===== src/rtl/dm_requester_if.sv =====
//------------------------------------------------------------------------------
// Module : dm_requester_if
// Brief  : Core request/response channel and DM bus lines of dm_requester.
// Rev    : 1.0  initial release
//------------------------------------------------------------------------------
`default_nettype none

interface dm_requester_if #(
  parameter int DMA_SIZE = 17,
  parameter int DMD_SIZE = 16,
  parameter int TAG_W    = 4
);
  logic                req_valid;
  logic                req_ready;
  logic                req_wr;
  logic [DMA_SIZE-1:0] req_addr;
  logic [DMD_SIZE-1:0] req_wdata;
  logic [TAG_W-1:0]    req_tag;
  logic                rsp_valid;
  logic [DMD_SIZE-1:0] rsp_data;
  logic [TAG_W-1:0]    rsp_tag;
  logic                busy;
  logic                ps_dm_cslt;
  logic                ps_dm_wrb;
  logic [DMA_SIZE-1:0] dg_dm_add;
  logic [DMD_SIZE-1:0] bc_dt;
  logic [DMD_SIZE-1:0] dm_bc_dt;

  modport slave (
    input  req_valid, req_wr, req_addr, req_wdata, req_tag, dm_bc_dt,
    output req_ready, rsp_valid, rsp_data, rsp_tag, busy,
           ps_dm_cslt, ps_dm_wrb, dg_dm_add, bc_dt
  );

  modport master (
    output req_valid, req_wr, req_addr, req_wdata, req_tag, dm_bc_dt,
    input  req_ready, rsp_valid, rsp_data, rsp_tag, busy,
           ps_dm_cslt, ps_dm_wrb, dg_dm_add, bc_dt
  );
endinterface

`default_nettype wire


===== src/rtl/dm_requester.sv =====
//------------------------------------------------------------------------------
// Module : dm_requester
// Brief  : Queued tagged load/store initiator for the DM port with bypass guard.
// Rev    : 1.0  initial release
//------------------------------------------------------------------------------
`default_nettype none

module dm_requester #(
  parameter int DMA_SIZE   = 17,
  parameter int DMD_SIZE   = 16,
  parameter int TAG_W      = 4,
  parameter int FIFO_DEPTH = 4
) (
  input  wire logic     clk,
  input  wire logic     rst_n,
  dm_requester_if.slave bus
);

  localparam int              c_PW   = (FIFO_DEPTH > 1) ? $clog2(FIFO_DEPTH) : 1;
  localparam int              c_CW   = c_PW + 1;
  localparam int              c_EW   = 1 + DMA_SIZE + DMD_SIZE + TAG_W;
  localparam logic [c_CW-1:0] c_FULL = c_CW'(FIFO_DEPTH);

  logic [c_EW-1:0]     r_mem [FIFO_DEPTH];
  logic [c_PW-1:0]     r_wptr, r_rptr;
  logic [c_CW-1:0]     r_count;

  logic                r_cslt, r_wrb;
  logic [DMA_SIZE-1:0] r_add;
  logic [DMD_SIZE-1:0] r_st_d1, r_bc;
  logic                r_st2, r_ld2;
  logic [TAG_W-1:0]    r_tag1, r_tag2;
  logic                r_rsp_v;
  logic [DMD_SIZE-1:0] r_rsp_d;
  logic [TAG_W-1:0]    r_rsp_t;

  logic                w_ready, w_push, w_pop, w_bubble, w_hazard, w_nonempty;
  logic                w_st1, w_ld1;
  logic [c_EW-1:0]     w_head;
  logic                w_h_wr;
  logic [DMA_SIZE-1:0] w_h_addr;
  logic [DMD_SIZE-1:0] w_h_data;
  logic [TAG_W-1:0]    w_h_tag;

  assign w_ready    = (r_count != c_FULL);
  assign w_nonempty = (r_count != '0);
  assign w_push     = bus.req_valid & w_ready;

  assign w_head   = r_mem[r_rptr];
  assign w_h_wr   = w_head[c_EW-1];
  assign w_h_addr = w_head[c_EW-2 -: DMA_SIZE];
  assign w_h_data = w_head[DMD_SIZE+TAG_W-1 -: DMD_SIZE];
  assign w_h_tag  = w_head[TAG_W-1:0];

  // Phase-1 flags are exactly the access currently on the DM bus.
  assign w_st1 = r_cslt & r_wrb;
  assign w_ld1 = r_cslt & ~r_wrb;

  // The memory bypasses on a repeated address unless the prior cycle issued a store.
  assign w_hazard = ~w_h_wr & (r_add == w_h_addr) & ~w_st1;
  assign w_pop    = w_nonempty & ~w_hazard;
  assign w_bubble = w_nonempty & w_hazard;

  always_ff @(posedge clk) begin
    if (w_push) begin
      r_mem[r_wptr] <= {bus.req_wr, bus.req_addr, bus.req_wdata, bus.req_tag};
    end
  end

  always_ff @(posedge clk or negedge rst_n) begin
    if (!rst_n) begin
      r_wptr  <= '0;
      r_rptr  <= '0;
      r_count <= '0;
    end else begin
      if (w_push) r_wptr <= r_wptr + c_PW'(1);
      if (w_pop)  r_rptr <= r_rptr + c_PW'(1);
      if (w_push & ~w_pop)      r_count <= r_count + c_CW'(1);
      else if (~w_push & w_pop) r_count <= r_count - c_CW'(1);
    end
  end

  always_ff @(posedge clk or negedge rst_n) begin
    if (!rst_n) begin
      r_cslt  <= 1'b0;
      r_wrb   <= 1'b0;
      r_add   <= '0;
      r_st_d1 <= '0;
      r_tag1  <= '0;
    end else begin
      r_cslt <= w_pop;
      r_wrb  <= w_pop & w_h_wr;
      if (w_pop)         r_add <= w_h_addr;
      else if (w_bubble) r_add <= ~w_h_addr;
      if (w_pop & w_h_wr) r_st_d1 <= w_h_data;
      if (w_pop)          r_tag1  <= w_h_tag;
    end
  end

  always_ff @(posedge clk or negedge rst_n) begin
    if (!rst_n) begin
      r_st2   <= 1'b0;
      r_bc    <= '0;
      r_ld2   <= 1'b0;
      r_tag2  <= '0;
      r_rsp_v <= 1'b0;
      r_rsp_d <= '0;
      r_rsp_t <= '0;
    end else begin
      r_st2 <= w_st1;
      if (w_st1) r_bc <= r_st_d1;
      r_ld2  <= w_ld1;
      r_tag2 <= r_tag1;
      r_rsp_v <= r_ld2;
      if (r_ld2) begin
        r_rsp_d <= bus.dm_bc_dt;
        r_rsp_t <= r_tag2;
      end
    end
  end

  assign bus.req_ready  = w_ready;
  assign bus.ps_dm_cslt = r_cslt;
  assign bus.ps_dm_wrb  = r_wrb;
  assign bus.dg_dm_add  = r_add;
  assign bus.bc_dt      = r_bc;
  assign bus.rsp_valid  = r_rsp_v;
  assign bus.rsp_data   = r_rsp_d;
  assign bus.rsp_tag    = r_rsp_t;
  assign bus.busy       = w_nonempty | r_cslt | r_st2 | r_ld2;

endmodule

`default_nettype wire


===== src/flat_wrapper.sv =====
// flat-port wrapper written by rule: the top's interface ports become plain ports
module dm_requester_flat 
#(
  parameter int DMA_SIZE   = 17,
  parameter int DMD_SIZE   = 16,
  parameter int TAG_W      = 4,
  parameter int FIFO_DEPTH = 4
)
  (clk, rst_n, bus_req_valid, bus_req_wr, bus_req_addr, bus_req_wdata, bus_req_tag, bus_dm_bc_dt, bus_req_ready, bus_rsp_valid, bus_rsp_data, bus_rsp_tag, bus_busy, bus_ps_dm_cslt, bus_ps_dm_wrb, bus_dg_dm_add, bus_bc_dt);
  dm_requester_if #(.DMA_SIZE(DMA_SIZE), .DMD_SIZE(DMD_SIZE), .TAG_W(TAG_W)) bus_i ();
  input  wire logic clk;
  input  wire logic rst_n;
  input wire logic [$bits(bus_i.req_valid)-1:0] bus_req_valid;
  input wire logic [$bits(bus_i.req_wr)-1:0] bus_req_wr;
  input wire logic [$bits(bus_i.req_addr)-1:0] bus_req_addr;
  input wire logic [$bits(bus_i.req_wdata)-1:0] bus_req_wdata;
  input wire logic [$bits(bus_i.req_tag)-1:0] bus_req_tag;
  input wire logic [$bits(bus_i.dm_bc_dt)-1:0] bus_dm_bc_dt;
  output wire logic [$bits(bus_i.req_ready)-1:0] bus_req_ready;
  output wire logic [$bits(bus_i.rsp_valid)-1:0] bus_rsp_valid;
  output wire logic [$bits(bus_i.rsp_data)-1:0] bus_rsp_data;
  output wire logic [$bits(bus_i.rsp_tag)-1:0] bus_rsp_tag;
  output wire logic [$bits(bus_i.busy)-1:0] bus_busy;
  output wire logic [$bits(bus_i.ps_dm_cslt)-1:0] bus_ps_dm_cslt;
  output wire logic [$bits(bus_i.ps_dm_wrb)-1:0] bus_ps_dm_wrb;
  output wire logic [$bits(bus_i.dg_dm_add)-1:0] bus_dg_dm_add;
  output wire logic [$bits(bus_i.bc_dt)-1:0] bus_bc_dt;
  assign bus_i.req_valid = bus_req_valid;
  assign bus_i.req_wr = bus_req_wr;
  assign bus_i.req_addr = bus_req_addr;
  assign bus_i.req_wdata = bus_req_wdata;
  assign bus_i.req_tag = bus_req_tag;
  assign bus_i.dm_bc_dt = bus_dm_bc_dt;
  assign bus_req_ready = bus_i.req_ready;
  assign bus_rsp_valid = bus_i.rsp_valid;
  assign bus_rsp_data = bus_i.rsp_data;
  assign bus_rsp_tag = bus_i.rsp_tag;
  assign bus_busy = bus_i.busy;
  assign bus_ps_dm_cslt = bus_i.ps_dm_cslt;
  assign bus_ps_dm_wrb = bus_i.ps_dm_wrb;
  assign bus_dg_dm_add = bus_i.dg_dm_add;
  assign bus_bc_dt = bus_i.bc_dt;
  dm_requester #(.DMA_SIZE(DMA_SIZE), .DMD_SIZE(DMD_SIZE), .TAG_W(TAG_W), .FIFO_DEPTH(FIFO_DEPTH)) u_core (.clk(clk), .rst_n(rst_n), .bus(bus_i));
endmodule

===== config.mk =====
export PLATFORM = sky130hd
export DESIGN_NAME = dm_requester_flat
export DESIGN_NICKNAME = d
export VERILOG_FILES = /design/src/rtl/dm_requester_if.sv /design/src/rtl/dm_requester.sv /design/src/flat_wrapper.sv
export SDC_FILE = /design/constraint.sdc
export NUM_CORES = 1
export LEC_CHECK = 0
export CAP_MARGIN = 0
export CORE_ASPECT_RATIO = 0.5
export CORE_MARGIN = 2
export CORE_UTILIZATION = 50
export CTS_CLUSTER_DIAMETER = 50
export CTS_CLUSTER_SIZE = 24
export DETAILED_ROUTE_END_ITERATION = 12
export PLACE_DENSITY = 0.76
export SLEW_MARGIN = 0
export SYNTH_ARGS = -nofsm -noshare
export SYNTH_HDL_FRONTEND = slang
export SYNTH_SLANG_ARGS = --single-unit

===== constraint.sdc =====
create_clock -name clk -period 3.35 [get_ports clk]
set_clock_uncertainty 0.1 [all_clocks]
set_input_delay 0.5025 -clock clk [delete_from_list [all_inputs] [get_ports clk]]
set_output_delay 0.5025 -clock clk [all_outputs]
set_load 0.01 [all_outputs]

==> flow_summary_export.csv, run 1 <==
group,metric,value,unit
outcome,status,"complete, no violations",
drt,wl,18300,um
power_and_ir_drop,p_leak,4.16,nW
timing,slew_viol_final,0,
clock_tree,worstSkewPairLatency,0.48,ns
timing,setup_tns,0,ns
setup_path,r2r_cells,13,
power_and_ir_drop,irDropWorstVdd,387,uV
setup_path,reg2reg_slack,0.12,ns
synthesis,synth_seq_cells,241,
synthesis,yosysTopAreaCellShare,0.483,
drt,dr.pass1.iters,4,
placement,pre_cts_ws,0.0732,ns
die,initial_core_util,0.512,
finish,n_antenna_cell,0,
die,fp.dieW,199,um
finish,nets,715,
grt,grt_pass1_wl,28000,um
synthesis,synth_cells,513,
timing,max_freq,0.309,GHz
synthesis,synth_most_common_cell,"edfxtp_1",
grt,grt_max_degree,71,
drt,vias_per_cell,5.43,
drt,wl_per_cell,19.9,um
timing,holdWs,0.0523,ns
power_and_ir_drop,powerDensity,931,nW/um2
placement,io_buffers,114,
synthesis,yosysTopAreaCell,"edfxtp_1",
synthesis,yosysSeqAreaShare,0.718,
drt,route.detailed.drc,0,
placement,dp.cells,890,
synthesis,synth_fp_nets,576,
finish,drive_above_1_share,0.255,
grt,grt.total_usage,0.185,
drt,postRouteAntennaNets,0,
run,maxCapViolCount,0,
setup_path,worstSetupPathType,"reg -> reg",
finish,multi_input_area,2560,um2
placement,routabilityCongestion,0.792,
setup_path,cp-start-kind,"flop",
finish,regArea,6800,um2
grt,grt_pass1_vias,4959,
hold_path,min_path_type,"in -> async",
drt,drtIter0Drc,314,
clock_tree,clk_path_buf_depth,3,
synthesis,ys_top_cells_by_area,"edfxtp_1 48%, dfrtp_1 24%, mux4_2 8.1%, mux2_2 7.1%, xnor2_1 1.7%",
setup_path,path_max_fanout,6,
clock_tree,cts_tree,"built",
finish,postLayoutCoreUtil,0.626,
synthesis,synth_ff_type,"edfxtp_1",
clock_tree,htreeDepth,1,
finish,instances_no_fill,919,
timing,finalSetupViolCount,0,
die,core_area,18500,um2
die,fp.dieArea,20100,um2
timing,slew_headroom,0.383,
die,io_pins,115,
timing,period_share,0.965,
clock_tree,clkTransAtPathRegs,0.09,ns
setup_path,startpoint,"u_core.r_rptr[0]",
setup_path,critPathRequiredTime,3.66,ns
finish,fillCellCount,1314,
finish,syn2layout_area_growth,22.4,%
setup_path,critPathCaptureType,"flop",
synthesis,yosysWarnings,0,
timing,period_needed,3.23,ns
grt,overflow,0,
setup_path,crit-reg2reg-capture,"u_core.r_count[2]",
clock_tree,cts_made_buffers,15,
die,die_h,101,um
die,rows,35,
drt,num_vias,4988,
synthesis,ys_types,42,
timing,hold_viol,0,
setup_path,worstPathArrival,3.54,ns
grt,antenna_found_initial,0,
clock_tree,clock-sinks,241,
synthesis,ys_async_sr_fraction,0.369,
setup_path,worstReg2RegStart,"u_core.r_rptr[0]",
placement,dp_hpwl,12000,um
timing,tightest_slew,0.926,ns
synthesis,synth_edf_count,152,
synthesis,synth_commonest_cells,"152 x edfxtp_1, 89 x dfrtp_1, 60 x mux2_2, 34 x mux4_2, 18 x xnor2_1",
synthesis,netlist_area,9460,um2
timing,rsz0062_at_grt,"yes",
timing,setup_ws,0.118,ns
clock_tree,root_buffer,"clkbuf_16",
synthesis,avgSynthCellArea,18.4,um2
==> report_power, final <==
group,switching (mW),internal (mW),leakage [nW],total [mW]
Clock,0.982,0.930,0.234,1.91
Sequential,0.519,4.15,2.42,4.66
Combinational,1.87,2.34,1.50,4.20
Total,3.37,7.41,4.16,10.8
==> critical path: stages (launching register included) <==
cell,delay (ns)
dfrtp_4,0.51
buf_12,0.15
mux4_2,0.55
xnor2_2,0.18
nand4_1,0.26
nor3_4,0.23
a21oi_2,0.09
inv_1,0.06
ha_1,0.17
inv_1,0.06
fa_1,0.37
xor2_1,0.17
nor2_1,0.11
xor2_1,0.15
==> layer usage <==
metal	wire [um]	global-route usage	vias to the layer above
met5	0	0	-
met4	293	0.0413	0
met3	1000	0.0330	24
met2	8630	0.299	142
met1	8350	0.269	2561
li1	-	-	2261
==> final cells by class <==
type,instances,area share
clock buffer,17,0.0331
multi-input combinational,243,0.221
sequential,241,0.587
tap,259,0.0280
inverter,7,0.00227
clock inverter,8,0.00757
timing repair buffer,144,0.121
==> placed cells by master, fill, tap and decap left out, types with 4 or more instances in the layout <==
cell type / count
dfrtp_1: 87
mux2i_1: 10
edfxtp_1: 152
nand3_1: 4
xnor2_2: 5
mux2_2: 60
o21ai_0: 13
a2111oi_0: 4
a22oi_1: 4
a31oi_1: 13
or2_2: 4
or3_1: 11
inv_1: 7
and2_1: 4
buf_4: 28
clkbuf_16: 15
nand2_1: 10
and3_2: 4
ha_1: 5
clkdlybuf4s50_1: 113
xor2_1: 5
xnor2_1: 13
nor2_1: 15
mux4_2: 34
==> stage by stage <==
step                power (mW)  cell area (um2)
global route              11.4            11600
floorplan                 7.18             9460
detailed placement        8.83            11000
finish                    10.8            11600
CTS                       10.8            11500
global placement          8.69            11000
==> logic make-up (layout without fill, tap and decap cells) <==
family                     count (synthesis)  after routing  synth area share
AOI/OAI and AO/OA                         44             44            0.0317
and+or+nand+nor                           65             65            0.0377
muxes                                    105            105             0.166
DFF                                      241            241             0.718
xor gates and xnor gates                  23             23            0.0213
adders and majority gates                  6              6           0.00873
buffers and inverters                     29            176            0.0167
==> sequential cells by signal (all words and copies together), names as in the netlist <==
name	count
u_core.r_mem	152
u_core.bus.dg_dm_add	17
u_core.bus.bc_dt	16
u_core.bus.rsp_data	16
u_core.r_st_d1	16
u_core.bus.rsp_tag	4
u_core.r_tag1	4
u_core.r_tag2	4
u_core.r_count	3
u_core.r_rptr	2
u_core.r_wptr	2
u_core.bus.ps_dm_cslt	1
u_core.bus.ps_dm_wrb	1
u_core.bus.rsp_valid	1
u_core.r_ld2	1
u_core.r_st2	1
==> what timing repair did <==
action	4_1_cts	5_1_grt
hold buffers	0	0
setup buffers	0	4
setup endpoints to repair	0	12
gates resized for setup	0	7
==> worst max path at each step <==
stage                         to  slack (ns)  depth (start not counted)
2_1_floorplan  u_core.r_count[2]        0.02                         14
3_3_place_gp   u_core.r_count[2]        0.13                         13
3_5_place_dp   u_core.r_count[2]        0.07                         13
4_1_cts        u_core.r_count[2]        0.05                         13
5_1_grt        u_core.r_count[2]       -0.05                         13
6_report       u_core.r_count[2]        0.12                         13
(Power assumes the default switching activity.)
==> run 2, diff against run 1 <==
--- a/config.mk
+++ b/config.mk
@@ -12,6 +12,8 @@
 export CTS_CLUSTER_DIAMETER = 50
 export CTS_CLUSTER_SIZE = 24
 export DETAILED_ROUTE_END_ITERATION = 12
+export GPL_TIMING_DRIVEN = 0
+export HOLD_SLACK_MARGIN = 0.12
 export PLACE_DENSITY = 0.76
 export SLEW_MARGIN = 0
 export SYNTH_ARGS = -nofsm -noshare
==> run 2 against run 1 <==
The flow now finishes with violations (setup timing). Worst setup slack worse by 0.14 ns. Fmax down 4.0%. Register-to-register slack worse by 0.14 ns. Flip-flop and latch count unchanged. Via count up 3.7%. Sequential share of layout area down 0.86 points. Non-clock buffer count up 16. Clock-buffer cell count up 3. Clock power down 3%. Design area up 1.4%. Global-route usage up 0.78 points. Critical path depth up 1.
==> flow_summary_export.csv, run 2 (synthesis gave the netlist of run 1 again) <==
group,metric,value,unit
outcome,status,"finished, violations left",
outcome,violations,"setup timing",
clock_tree,cts_made_buffers,15,
drt,vias_per_cell,5.52,
drt,wl_met2,9030,um
grt,grt.total_usage,0.193,
clock_tree,clkTransAtPathRegs,0.09,ns
setup_path,crit-reg2reg-capture,"u_core.r_count[2]",
drt,wl,18900,um
hold_path,hold_end,"u_core.r_tag2[2]",
timing,finalSetupViolCount,1,
finish,syn2layout_area_growth,24.1,%
grt,overflow,0,
power_and_ir_drop,irDropWorstVdd,366,uV
setup_path,worstPathArrival,3.68,ns
clock_tree,htreeDepth,1,
finish,drive_above_1_share,0.250,
die,rows,35,
timing,holdWs,0.278,ns
finish,nets,731,
hold_path,hp-start,"u_core.r_tag1[2]",
grt,grt_pass1_wl,29200,um
timing,rsz0062_at_grt,"yes",
setup_path,critPathCaptureType,"flop",
drt,num_vias,5175,
power_and_ir_drop,finalPower,10.9,mW
finish,final_cell_mix,"152 x edfxtp_1, 113 x clkdlybuf4s50_1, 89 x dfrtp_1, 60 x mux2_2, 34 x mux4_2",
setup_path,reg2reg_slack,-0.02,ns
timing,period_needed,3.37,ns
setup_path,path_max_fanout,7,
placement,dp.cells,891,
power_and_ir_drop,seqPwrFrac,0.420,
drt,route.detailed.drc,0,
finish,final_common_cell,"edfxtp_1",
timing,tightest_slew,1.07,ns
finish,largest_register_ffs,152,
die,core_area,18500,um2
timing,setup_ws,-0.0179,ns
die,fp.dieW,199,um
placement,dp_hpwl,12300,um
power_and_ir_drop,p_clk_frac,0.170,
finish,design_area,11700,um2
timing,hold_viol,0,
setup_path,worstReg2RegStart,"u_core.r_rptr[0]",
die,initial_core_util,0.512,
placement,placement.cell_area,11000,um2
placement,routabilityCongestion,0.801,
timing,max_freq,0.297,GHz
clock_tree,worstSkewPairLatency,0.49,ns
clock_tree,cts_tree,"built",
die,io_pins,115,
power_and_ir_drop,p_int,7.44,mW
finish,instances_no_fill,937,
hold_path,min_path_type,"reg -> reg",
drt,drtIter0Drc,369,
die,die_h,101,um
setup_path,r2r_cells,14,
setup_path,cp-start-kind,"flop",
setup_path,critPathRequiredTime,3.66,ns
timing,slew_headroom,0.278,
drt,dr_wl_met3,1120,um
drt,postRouteAntennaNets,0,
power_and_ir_drop,p_leak,4.19,nW
run,maxCapViolCount,0,
grt,antenna_found_initial,1,
hold_path,hold_path_depth,0,
finish,regMostFlops,"u_core.r_mem",
timing,slew_viol_final,0,
power_and_ir_drop,powerDensity,930,nW/um2
drt,wl_per_cell,20.2,um
clock_tree,clock-sinks,241,
die,fp.dieArea,20100,um2
grt,grt_max_degree,46,
power_and_ir_drop,power_frac_comb,0.410,
setup_path,worstSetupPathType,"reg -> reg",
placement,io_buffers,114,
timing,period_share,1.01,
drt,met1Wirelength,8510,um
drt,dr.pass1.iters,5,
drt,top_layer_used,"met4",
grt,grt_pass1_vias,5147,
power_and_ir_drop,power.net_switching,3.48,mW
clock_tree,root_buffer,"clkbuf_16",
clock_tree,clk_path_buf_depth,3,
timing,setup_tns,-0.0179,ns
power_and_ir_drop,swShare,0.319,
-- run 2: timing repair --
action                                 4_1_cts  5_1_grt
hold buffers                                 1        0
gates resized for setup                     13       11
setup endpoints to repair                   19        4
gates cloned                                 1        0
setup buffers                               11        6
pin swaps                                    9        8
endpoints found under the hold margin       44        0
-- run 2: power by group through the flow --
stage / Combinational, mW / Sequential [mW] / Clock, mW
5_1_grt: 4.85 / 4.68 / 2.01
2_1_floorplan: 2.47 / 4.71 / 0
3_3_place_gp: 4.01 / 4.62 / 0
6_report: 4.48 / 4.59 / 1.85
4_1_cts: 4.43 / 4.60 / 1.89
3_5_place_dp: 4.18 / 4.65 / 0
-- run 2: cell type report --
cell class,count,area (um2)
Antenna cell,1,2.50
Sequential cell,241,6790
Inverter,7,26.3
Clock buffer,20,394
Clock inverter,6,61.3
Buffer,22,148
Fill cell,1316,6740
Multi-Input combinational cell,243,2570
Tap cell,259,324
Timing Repair Buffer,138,1420
-- run 2: stage by stage --
| stage | utilization | worst slack, ns |
|---|---|---|
| floorplan | - | 0.0189 |
| global placement | 0.591 | -1.66 |
| detailed placement | 0.597 | -0.875 |
| CTS | 0.632 | 0.00326 |
| global route | 0.635 | -0.142 |
| finish | 0.635 | -0.0179 |
-- run 2: worst max path at each step --
stage,startpoint,cells past startpoint,end
CTS,u_core.r_rptr[0],15,u_core.r_count[2]
floorplan,u_core.r_rptr[1],14,u_core.r_count[2]
finish,u_core.r_rptr[0],14,u_core.r_count[2]
global route,u_core.r_rptr[0],14,u_core.r_count[2]
detailed placement,u_core.r_rptr[1],14,u_core.r_count[2]
global placement,rst_n,1,u_core.bus.bc_dt[6]
-- run 2: per-layer routing --
metal	vias up	GRT usage
li1	2303	-
met1	2691	0.275
met2	159	0.312
met3	22	0.0383
met4	0	0.0454
met5	-	0
-- run 2: worst max-delay path, stage by stage, from the launching register on --
cell	delay, ns
dfrtp_1	0.40
buf_12	0.15
buf_12	0.13
mux4_2	0.55
xor2_1	0.17
a211o_1	0.37
a211oi_4	0.26
a21oi_4	0.10
inv_2	0.12
ha_4	0.14
inv_2	0.04
fa_2	0.35
xor2_1	0.14
nor2_1	0.11
xor2_1	0.15
